File: config.mk
export PLATFORM = sky130hd
export DESIGN_NAME = commit_perf_monitor_flat
export DESIGN_NICKNAME = d
export VERILOG_FILES = /design/src/rtl/commit_perf_if.sv /design/src/rtl/commit_perf_monitor.sv /design/src/flat_wrapper.sv
export SDC_FILE = /design/constraint.sdc
export NUM_CORES = 1
export LEC_CHECK = 0
export ABC_AREA = 1
export ABC_CLOCK_PERIOD_IN_PS = 7900
export CAP_MARGIN = 0
export CORE_MARGIN = 2
export CORE_UTILIZATION = 35
export DETAILED_ROUTE_END_ITERATION = 6
export HOLD_SLACK_MARGIN = 0.02
export PLACE_DENSITY = 0.58
export SETUP_SLACK_MARGIN = 0.3
export SYNTH_ARGS = -nofsm -noshare
export SYNTH_HDL_FRONTEND = slang
export SYNTH_SLANG_ARGS = --single-unit
export TNS_END_PERCENT = 100
File: constraint.sdc
create_clock -name clk -period 7.9 [get_ports clk]
set_input_delay 1.58 -clock clk [delete_from_list [all_inputs] [get_ports clk]]
set_output_delay 1.58 -clock clk [all_outputs]
set_load 0.05 [all_outputs]
File: src/rtl/commit_perf_if.sv
// commit_perf_if
//   Bundles the commit-stage debug bus and the readout signals of the
//   commit performance monitor.
//   Control : start, clear, end_req
//   Commit  : commit_valid[NUM_CH], commit_pc[NUM_CH*32],
//             commit_br_op[NUM_CH], commit_pred_ok[NUM_CH]
//   Readout : running, done, done_pulse, cycle_cnt, inst_cnt,
//             ch_inst_cnt[NUM_CH*CNT_W], br_cnt, br_hit_cnt, overflow
//   master drives control/commit and reads the readout; slave is the monitor.
interface commit_perf_if #(
    parameter int unsigned NUM_CH = 2,
    parameter int unsigned CNT_W  = 32
);
    logic                      start;
    logic                      clear;
    logic                      end_req;
    logic [NUM_CH-1:0]         commit_valid;
    logic [NUM_CH*32-1:0]      commit_pc;
    logic [NUM_CH-1:0]         commit_br_op;
    logic [NUM_CH-1:0]         commit_pred_ok;
    logic                      running;
    logic                      done;
    logic                      done_pulse;
    logic [CNT_W-1:0]          cycle_cnt;
    logic [CNT_W-1:0]          inst_cnt;
    logic [NUM_CH*CNT_W-1:0]   ch_inst_cnt;
    logic [CNT_W-1:0]          br_cnt;
    logic [CNT_W-1:0]          br_hit_cnt;
    logic                      overflow;

    modport master (
        output start, clear, end_req, commit_valid, commit_pc, commit_br_op, commit_pred_ok,
        input  running, done, done_pulse, cycle_cnt, inst_cnt, ch_inst_cnt,
               br_cnt, br_hit_cnt, overflow
    );

    modport slave (
        input  start, clear, end_req, commit_valid, commit_pc, commit_br_op, commit_pred_ok,
        output running, done, done_pulse, cycle_cnt, inst_cnt, ch_inst_cnt,
               br_cnt, br_hit_cnt, overflow
    );
endinterface

File: src/rtl/commit_perf_monitor.sv
// commit_perf_monitor
//   Commit-stage performance monitor for an N-issue core. While running it
//   counts cycles, retired instructions (total and per channel), branches and
//   correctly predicted branches, all with saturation and a sticky overflow.
//   A commit of END_PC or an external end request stops the run and freezes
//   the counters for readout.
//   clk   : core clock
//   reset : synchronous, active-high
//   bus   : commit_perf_if slave (control, commit debug bus, readout)
module commit_perf_monitor #(
    parameter int unsigned NUM_CH = 2,
    parameter int unsigned CNT_W  = 32,
    parameter logic [31:0] END_PC = 32'hbfc00100
) (
    input  logic         clk,
    input  logic         reset,
    commit_perf_if.slave bus
);
    localparam int unsigned PW = $clog2(NUM_CH + 1);

    typedef enum logic [1:0] {
        S_IDLE = 2'd0,
        S_RUN  = 2'd1,
        S_DONE = 2'd2
    } state_t;

    state_t           r_state;
    state_t           w_next;
    logic             w_end_hit;
    logic [PW-1:0]    w_pop_inst;
    logic [PW-1:0]    w_pop_br;
    logic [PW-1:0]    w_pop_hit;
    logic [CNT_W:0]   w_cycle_s;
    logic [CNT_W:0]   w_inst_s;
    logic [CNT_W:0]   w_br_s;
    logic [CNT_W:0]   w_hit_s;
    logic [CNT_W:0]   w_ch_s [NUM_CH];
    logic             w_any_ovf;

    logic [CNT_W-1:0] r_cycle;
    logic [CNT_W-1:0] r_inst;
    logic [CNT_W-1:0] r_br;
    logic [CNT_W-1:0] r_hit;
    logic [CNT_W-1:0] r_ch [NUM_CH];
    logic             r_ovf;
    logic             r_done_pulse;

    // Result MSB flags a clamp; the low CNT_W bits hold the saturated sum.
    function automatic logic [CNT_W:0] sat_add(input logic [CNT_W-1:0] a,
                                               input logic [CNT_W-1:0] b);
        logic [CNT_W:0] s;
        s = {1'b0, a} + {1'b0, b};
        if (s[CNT_W]) begin
            s = {1'b1, {CNT_W{1'b1}}};
        end
        return s;
    endfunction

    always_comb begin
        w_end_hit  = bus.end_req;
        w_pop_inst = '0;
        w_pop_br   = '0;
        w_pop_hit  = '0;
        for (int unsigned i = 0; i < NUM_CH; i++) begin
            if (bus.commit_valid[i] && (bus.commit_pc[i*32 +: 32] == END_PC)) begin
                w_end_hit = 1'b1;
            end
            w_pop_inst = w_pop_inst + PW'(bus.commit_valid[i]);
            w_pop_br   = w_pop_br   + PW'(bus.commit_valid[i] & bus.commit_br_op[i]);
            w_pop_hit  = w_pop_hit  + PW'(bus.commit_valid[i] & bus.commit_br_op[i]
                                          & bus.commit_pred_ok[i]);
        end
    end

    always_comb begin
        w_cycle_s = sat_add(r_cycle, CNT_W'(1));
        w_inst_s  = sat_add(r_inst,  CNT_W'(w_pop_inst));
        w_br_s    = sat_add(r_br,    CNT_W'(w_pop_br));
        w_hit_s   = sat_add(r_hit,   CNT_W'(w_pop_hit));
        w_any_ovf = w_cycle_s[CNT_W] | w_inst_s[CNT_W] | w_br_s[CNT_W] | w_hit_s[CNT_W];
        for (int unsigned i = 0; i < NUM_CH; i++) begin
            w_ch_s[i] = sat_add(r_ch[i], CNT_W'(bus.commit_valid[i]));
            w_any_ovf = w_any_ovf | w_ch_s[i][CNT_W];
        end
    end

    // clear overrides every transition, including a same-cycle end hit.
    always_comb begin
        w_next = r_state;
        if (bus.clear) begin
            w_next = S_IDLE;
        end else begin
            case (r_state)
                S_IDLE:  if (bus.start) w_next = S_RUN;
                S_RUN:   if (w_end_hit) w_next = S_DONE;
                S_DONE:  w_next = S_DONE;
                default: w_next = S_IDLE;
            endcase
        end
    end

    always_ff @(posedge clk) begin
        if (reset) begin
            r_state      <= S_IDLE;
            r_done_pulse <= 1'b0;
        end else begin
            r_state      <= w_next;
            r_done_pulse <= (r_state == S_RUN) && (w_next == S_DONE);
        end
    end

    always_ff @(posedge clk) begin
        if (reset || bus.clear) begin
            r_cycle <= '0;
            r_inst  <= '0;
            r_br    <= '0;
            r_hit   <= '0;
            r_ovf   <= 1'b0;
            for (int unsigned i = 0; i < NUM_CH; i++) begin
                r_ch[i] <= '0;
            end
        end else if (r_state == S_RUN) begin
            r_cycle <= w_cycle_s[CNT_W-1:0];
            r_inst  <= w_inst_s[CNT_W-1:0];
            r_br    <= w_br_s[CNT_W-1:0];
            r_hit   <= w_hit_s[CNT_W-1:0];
            r_ovf   <= r_ovf | w_any_ovf;
            for (int unsigned i = 0; i < NUM_CH; i++) begin
                r_ch[i] <= w_ch_s[i][CNT_W-1:0];
            end
        end
    end

    assign bus.running    = (r_state == S_RUN);
    assign bus.done       = (r_state == S_DONE);
    assign bus.done_pulse = r_done_pulse;
    assign bus.cycle_cnt  = r_cycle;
    assign bus.inst_cnt   = r_inst;
    assign bus.br_cnt     = r_br;
    assign bus.br_hit_cnt = r_hit;
    assign bus.overflow   = r_ovf;

    always_comb begin
        bus.ch_inst_cnt = '0;
        for (int unsigned i = 0; i < NUM_CH; i++) begin
            bus.ch_inst_cnt[i*CNT_W +: CNT_W] = r_ch[i];
        end
    end
endmodule
File: src/flat_wrapper.sv
// flat-port wrapper written by rule: the top's interface ports become plain ports
module commit_perf_monitor_flat 
#(
    parameter int unsigned NUM_CH = 2,
    parameter int unsigned CNT_W  = 32,
    parameter logic [31:0] END_PC = 32'hbfc00100
)
  (clk, reset, bus_start, bus_clear, bus_end_req, bus_commit_valid, bus_commit_pc, bus_commit_br_op, bus_commit_pred_ok, bus_running, bus_done, bus_done_pulse, bus_cycle_cnt, bus_inst_cnt, bus_ch_inst_cnt, bus_br_cnt, bus_br_hit_cnt, bus_overflow);
  commit_perf_if #(.NUM_CH(NUM_CH), .CNT_W(CNT_W)) bus_i ();
  input  logic clk;
  input  logic reset;
  input wire logic [$bits(bus_i.start)-1:0] bus_start;
  input wire logic [$bits(bus_i.clear)-1:0] bus_clear;
  input wire logic [$bits(bus_i.end_req)-1:0] bus_end_req;
  input wire logic [$bits(bus_i.commit_valid)-1:0] bus_commit_valid;
  input wire logic [$bits(bus_i.commit_pc)-1:0] bus_commit_pc;
  input wire logic [$bits(bus_i.commit_br_op)-1:0] bus_commit_br_op;
  input wire logic [$bits(bus_i.commit_pred_ok)-1:0] bus_commit_pred_ok;
  output wire logic [$bits(bus_i.running)-1:0] bus_running;
  output wire logic [$bits(bus_i.done)-1:0] bus_done;
  output wire logic [$bits(bus_i.done_pulse)-1:0] bus_done_pulse;
  output wire logic [$bits(bus_i.cycle_cnt)-1:0] bus_cycle_cnt;
  output wire logic [$bits(bus_i.inst_cnt)-1:0] bus_inst_cnt;
  output wire logic [$bits(bus_i.ch_inst_cnt)-1:0] bus_ch_inst_cnt;
  output wire logic [$bits(bus_i.br_cnt)-1:0] bus_br_cnt;
  output wire logic [$bits(bus_i.br_hit_cnt)-1:0] bus_br_hit_cnt;
  output wire logic [$bits(bus_i.overflow)-1:0] bus_overflow;
  assign bus_i.start = bus_start;
  assign bus_i.clear = bus_clear;
  assign bus_i.end_req = bus_end_req;
  assign bus_i.commit_valid = bus_commit_valid;
  assign bus_i.commit_pc = bus_commit_pc;
  assign bus_i.commit_br_op = bus_commit_br_op;
  assign bus_i.commit_pred_ok = bus_commit_pred_ok;
  assign bus_running = bus_i.running;
  assign bus_done = bus_i.done;
  assign bus_done_pulse = bus_i.done_pulse;
  assign bus_cycle_cnt = bus_i.cycle_cnt;
  assign bus_inst_cnt = bus_i.inst_cnt;
  assign bus_ch_inst_cnt = bus_i.ch_inst_cnt;
  assign bus_br_cnt = bus_i.br_cnt;
  assign bus_br_hit_cnt = bus_i.br_hit_cnt;
  assign bus_overflow = bus_i.overflow;
  commit_perf_monitor #(.NUM_CH(NUM_CH), .CNT_W(CNT_W), .END_PC(END_PC)) u_core (.clk(clk), .reset(reset), .bus(bus_i));
endmodule
* Word level (Yosys, flattened, before mapping)
Memories as Yosys holds them, arrays and structs flattened. Index checks and enable logic that the tools add are counted.
Storage, ports and cells: output and inout bits 196, memories kept 1, flip-flop bits (word level) 132, latch bits 0, ROM bits 0, input port bits 75, RAM bits 64, word-level logic and storage cells 58
Cells by class: div/mod/pow operators 0, equality and inequality tests 5, shift operators 0, add/subtract/negate cells 9, mux-type cells 19, reductions and logical operators 5, order comparisons 0, multipliers 0, bitwise operators 12
Memory list:
- u_core.r_ch | words 2, width 32, read ports 2, clocked after memory_dff 0, wr ports 2, line commit_perf_monitor.sv:44 | logic [CNT_W-1:0] r_ch [NUM_CH];
Operator list (number):
- 33-bit two-way mux | 6
- 32-bit by 2-bit adder with 33-bit output | 3
- 32-bit by 1-bit adder with 33-bit output | 2
- 32-bit equality test (second input constant) | 2
- 32-bit two-way mux | 2
- 32-bit by 1-bit adder with 33-bit output (second input constant) | 1
- 1-bit OR | 8
- 1-bit two-way mux | 7
- 2-bit two-way mux | 3
- 2-bit case mux with 3 select lines | 1
- 2-bit adder | 2
- 2-bit by 1-bit bitwise AND with 2-bit output | 2
- 2-bit equality test (second input constant) | 2
- 1-bit logical AND | 3
- 1-bit by 1-bit adder with 2-bit output | 1
- 1-bit bitwise AND | 2
- 2-bit by 1-bit equality test with 1-bit output (second input constant) | 1
- 2-bit logical NOT | 1
- 1-bit logical OR | 1

* Depth between registers and ports, before layout
depth after elaboration 9, mapped depth 16, depth with buffers taken out 16

* Worst setup path before layout
OpenSTA, ideal clock, no wires.
kind input -> register, start point in bus_clear, end point mem u_core.r_ch[0][0] (enable), arrival 3.065 ns, slack 4.139 ns, cell stages on the path 3, data required time 7.203 ns, setup time 0.697 ns, cell sequence nor2_1 -> clkbuf_1 -> nand2_1
RTL lines:
- start, declared | line flat_wrapper.sv:13 | input wire logic [$bits(bus_i.clear)-1:0] bus_clear;
- end, declared | line commit_perf_monitor.sv:44

* Final worst setup path
start point in bus_commit_valid[0], end point reg u_core.r_inst[17] (netlist: u_core.bus.inst_cnt[17])
Between the ends: word-level cells in the longest chain between the ends 3
Ends and longest elaborated chain:
- start, declared | line flat_wrapper.sv:15 | input wire logic [$bits(bus_i.commit_valid)-1:0] bus_commit_valid;
- 1-bit by 1-bit adder with 2-bit output | line commit_perf_monitor.sv:68 | w_pop_inst = w_pop_inst + PW'(bus.commit_valid[i]);
- 32-bit by 2-bit adder with 33-bit output | line commit_perf_monitor.sv:52 | s = {1'b0, a} + {1'b0, b};
- 33-bit two-way mux | line commit_perf_monitor.sv:53 | if (s[CNT_W]) begin
- end signal, assigned | line commit_perf_monitor.sv:124 | r_inst <= w_inst_s[CNT_W-1:0];
- end, declared | line commit_perf_monitor.sv:41 | logic [CNT_W-1:0] r_inst;
No other way between the ends. A chain may end at the register's enable or synchronous reset.

==> out/qor.csv <==
metric,value,unit
"Primary FF master, synth",dfxtp_1,
first-pass GRT wire length,62900,um
Worst EP arrival,4.61,ns
HPWL after DPL,30300,um
Critical Path Source,bus_commit_valid[0],
CTS tree,yes,
Yosys reg bits,196,
largest net degree at the start of global routing,75,
Final Instance Count excl. Fillers,2600,
max cap viols,0,
post-CTS setup repair buffer count,0,
fin crit share,53.4,%
worst path bufs/invs,4,
distinct cell type count after synthesis,42,
Worst setup EP type,flip-flop,
Final Util,45.7,%
Pre-antenna DRT Iters,5,
Required @ worst endpoint,8.30,ns
Die ar.,37200,sq um
die width,193,um
fin nets,2215,
fin crit period,4.22,ns
Syn Area/Cell,6.69,sq um
layout cells sized above 1,4.63,%
GRT Util Overall,21.5,%
leakage power total,6.37,nW
cells along the critical path,"clkdlybuf4s50_1, inv_1, fa_1, inv_1, ha_1, nand3_2, nor2_1, nand2_1, nor2_2, nand3_2, nand3_1, nand2_1, inv_1",
fraction of registers with async set/reset,0,%
post-synth top area cell,dfxtp_1,
DR WL/cell,15.4,um
# fillers,3587,
hold_buf cts,0,
DRC errors left,0,
critical path type,primary input to flip-flop,
# clock sinks,196,
PortBufs,270,
DR vias/cell,4.89,
Worst R2R Start,u_core.bus.inst_cnt[0]$_SDFFE_PP0P_,
min-delay src,u_core.bus.overflow$_SDFFE_PP0P_,
Top Ports,271,
CP most frequent cell,inv_1,
hold path cells,2,
top post-synthesis cells by count,"504 x nand2_1, 280 x nor2_1, 248 x inv_1, 163 x nand3_1, 132 x dfxtp_1",
slowest CP cell,clkdlybuf4s50_1,
status,"complete, no violations",
max frequency,237,MHz
Placeable Area,35400,sq um
Yosys top cell area share,21.2,%
maximum vdd drop,0.146,mV
r2r worst-path depth,12,
final setup violation count,0,
instance count of the mapped netlist,1867,
Mapped Area,12500,sq um
Worst-path clk slew,0.07,ns
total wire length,40000,um
Synth Net Count,1957,
H-tree depth,4,
DR vias,12712,
vias in the first global route,12108,
family with the most delay on the worst path,simple AND/OR/NAND/NOR gates,
initial DRC count,818,
most common cell in the synthesized netlist,nand2_1,
unrepaired setup endpoints after global routing,false,
Die Span Y,193,um
Layout Area Growth over Synthesis,29.5,%
Clock Tree Root,clkbuf_16,
Placed Instances,2567,
max-slew violations,0,
CTS Buffer Depth,2,
Yosys warning count,0,
initial antenna violation count,1,
GP Congestion,0.891,
Rel. slew slack,37.3,%
post_cts resized,0,
Setup TNS,0,ns
FP Rows,69,
clk_skew,0.0149,ns
Initial Util,35.3,%
Levels on crit path,13,
largest fanout on the critical path,20,
clock insertion delay at the later pin of the skew report,0.45,ns
hold crit path type,flip-flop to flip-flop,
nature of the critical path startpoint,primary input,
register area share after synthesis,36.5,%
global route overflow,0,
post-route antenna net violation count,0,
Pwr Total,2.15,mW
CTS Buf Count,17,
delay of the slowest critical-path stage,0.64,ns
worst slew pin tran,0.939,ns
Final Hold Viols,0,
Post-synth EDFFs,64,
PD cells,133,nW/um^2
"top cells by area, synth","dfxtp_1 21%, edfxtp_1 15%, nand2_1 15%",
-- cell type report --
type | count | area (sq um) | share of cell area [%]
sequential | 196 | 4560 | 28.2
timing repair buffer | 276 | 2750 | 17.0
multi-input combinational | 1383 | 6780 | 41.9
tap | 461 | 577 | 3.57
antenna | 1 | 2.50 | 0.0155
clock inverter | 14 | 119 | 0.735
inverter | 251 | 942 | 5.82
clock buffer | 18 | 439 | 2.72
-- report_power, final --
part	switching (mW)	internal (mW)	total (mW)
clock network	0.435	0.422	0.857
registers	0.0263	1.06	1.08
logic	0.129	0.0798	0.209
-- registers in the layout (all words and copies together), names as in the netlist --
name / flops
u_core.bus.cycle_cnt: 32
u_core.bus.done_pulse: 1
u_core.bus.br_hit_cnt: 32
u_core.r_state: 2
u_core.bus.overflow: 1
u_core.r_ch: 64
u_core.bus.br_cnt: 32
u_core.bus.inst_cnt: 32
-- cell usage in the layout (no fill, tap or decap), types with 8 or more instances in the layout --
cell             instances
nand3b_1                25
nand3_1                163
clkdlybuf4s50_1        270
a31oi_1                  8
clkbuf_16               17
inv_1                  247
nand3_2                 14
dfxtp_1                132
a21oi_1                 90
o21ai_0                 57
ha_1                    12
edfxtp_1                64
xor2_1                  54
nor2_4                  13
nor2_1                 279
nor3_1                  46
nand2_1                503
xnor2_1                 27
nor2_2                  10
nand4_1                 35
-- worst reg2reg max path, delay by kind of cell, from the launching register on --
kind / cells / cell delay [ns]
buf+inv: 3 / 0.25
fa+ha+maj: 2 / 0.67
flops: 1 / 0.41
simple gates: 7 / 1.47
-- worst paths after layout --
check / end / slack [ns]
hold reg to reg: u_core.bus.overflow$_SDFFE_PP0P_ / 0.46
setup reg to reg: u_core.bus.inst_cnt[17]$_SDFFE_PP0P_ / 5.06
hold / removal: u_core.bus.overflow$_SDFFE_PP0P_ / 0.46
setup / recovery: u_core.bus.inst_cnt[17]$_SDFFE_PP0P_ / 3.68
-- cells by family (layout without fill, tap and decap cells) --
logic type / Yosys count / after routing / synth area share, %
AOI/OAI and AO/OA: 163 / 163 / 6.74
buffers and inverters: 288 / 559 / 9.23
DFF: 196 / 196 / 36.5
xor gates and xnor gates: 81 / 81 / 5.68
adders and majority gates: 15 / 15 / 1.68
and+or+nand+nor: 1124 / 1124 / 40.1
other: 0 / 1 / 0
-- metrics by stage --
stage,setup slack (ns),hold WS [ns],cell area (sq um)
floorplan,4.14,0.536,12500
global placement,3.33,0.442,15600
detailed placement,3.23,0.444,15600
CTS,3.71,0.458,16200
global route,3.41,0.471,16200
finish,3.68,0.456,16200
-- layer usage --
metal | track usage (%) | share of wire, % | routed length (um) | vias up
li1 | - | - | - | 6481
met1 | 28.0 | 45 | 17900 | 5802
met2 | 36.6 | 47 | 18700 | 383
met3 | 3.67 | 6.8 | 2730 | 44
met4 | 5.71 | 1.5 | 611 | 2
met5 | 0 | 0.040 | 16 | -
(Power assumes the default switching activity.)
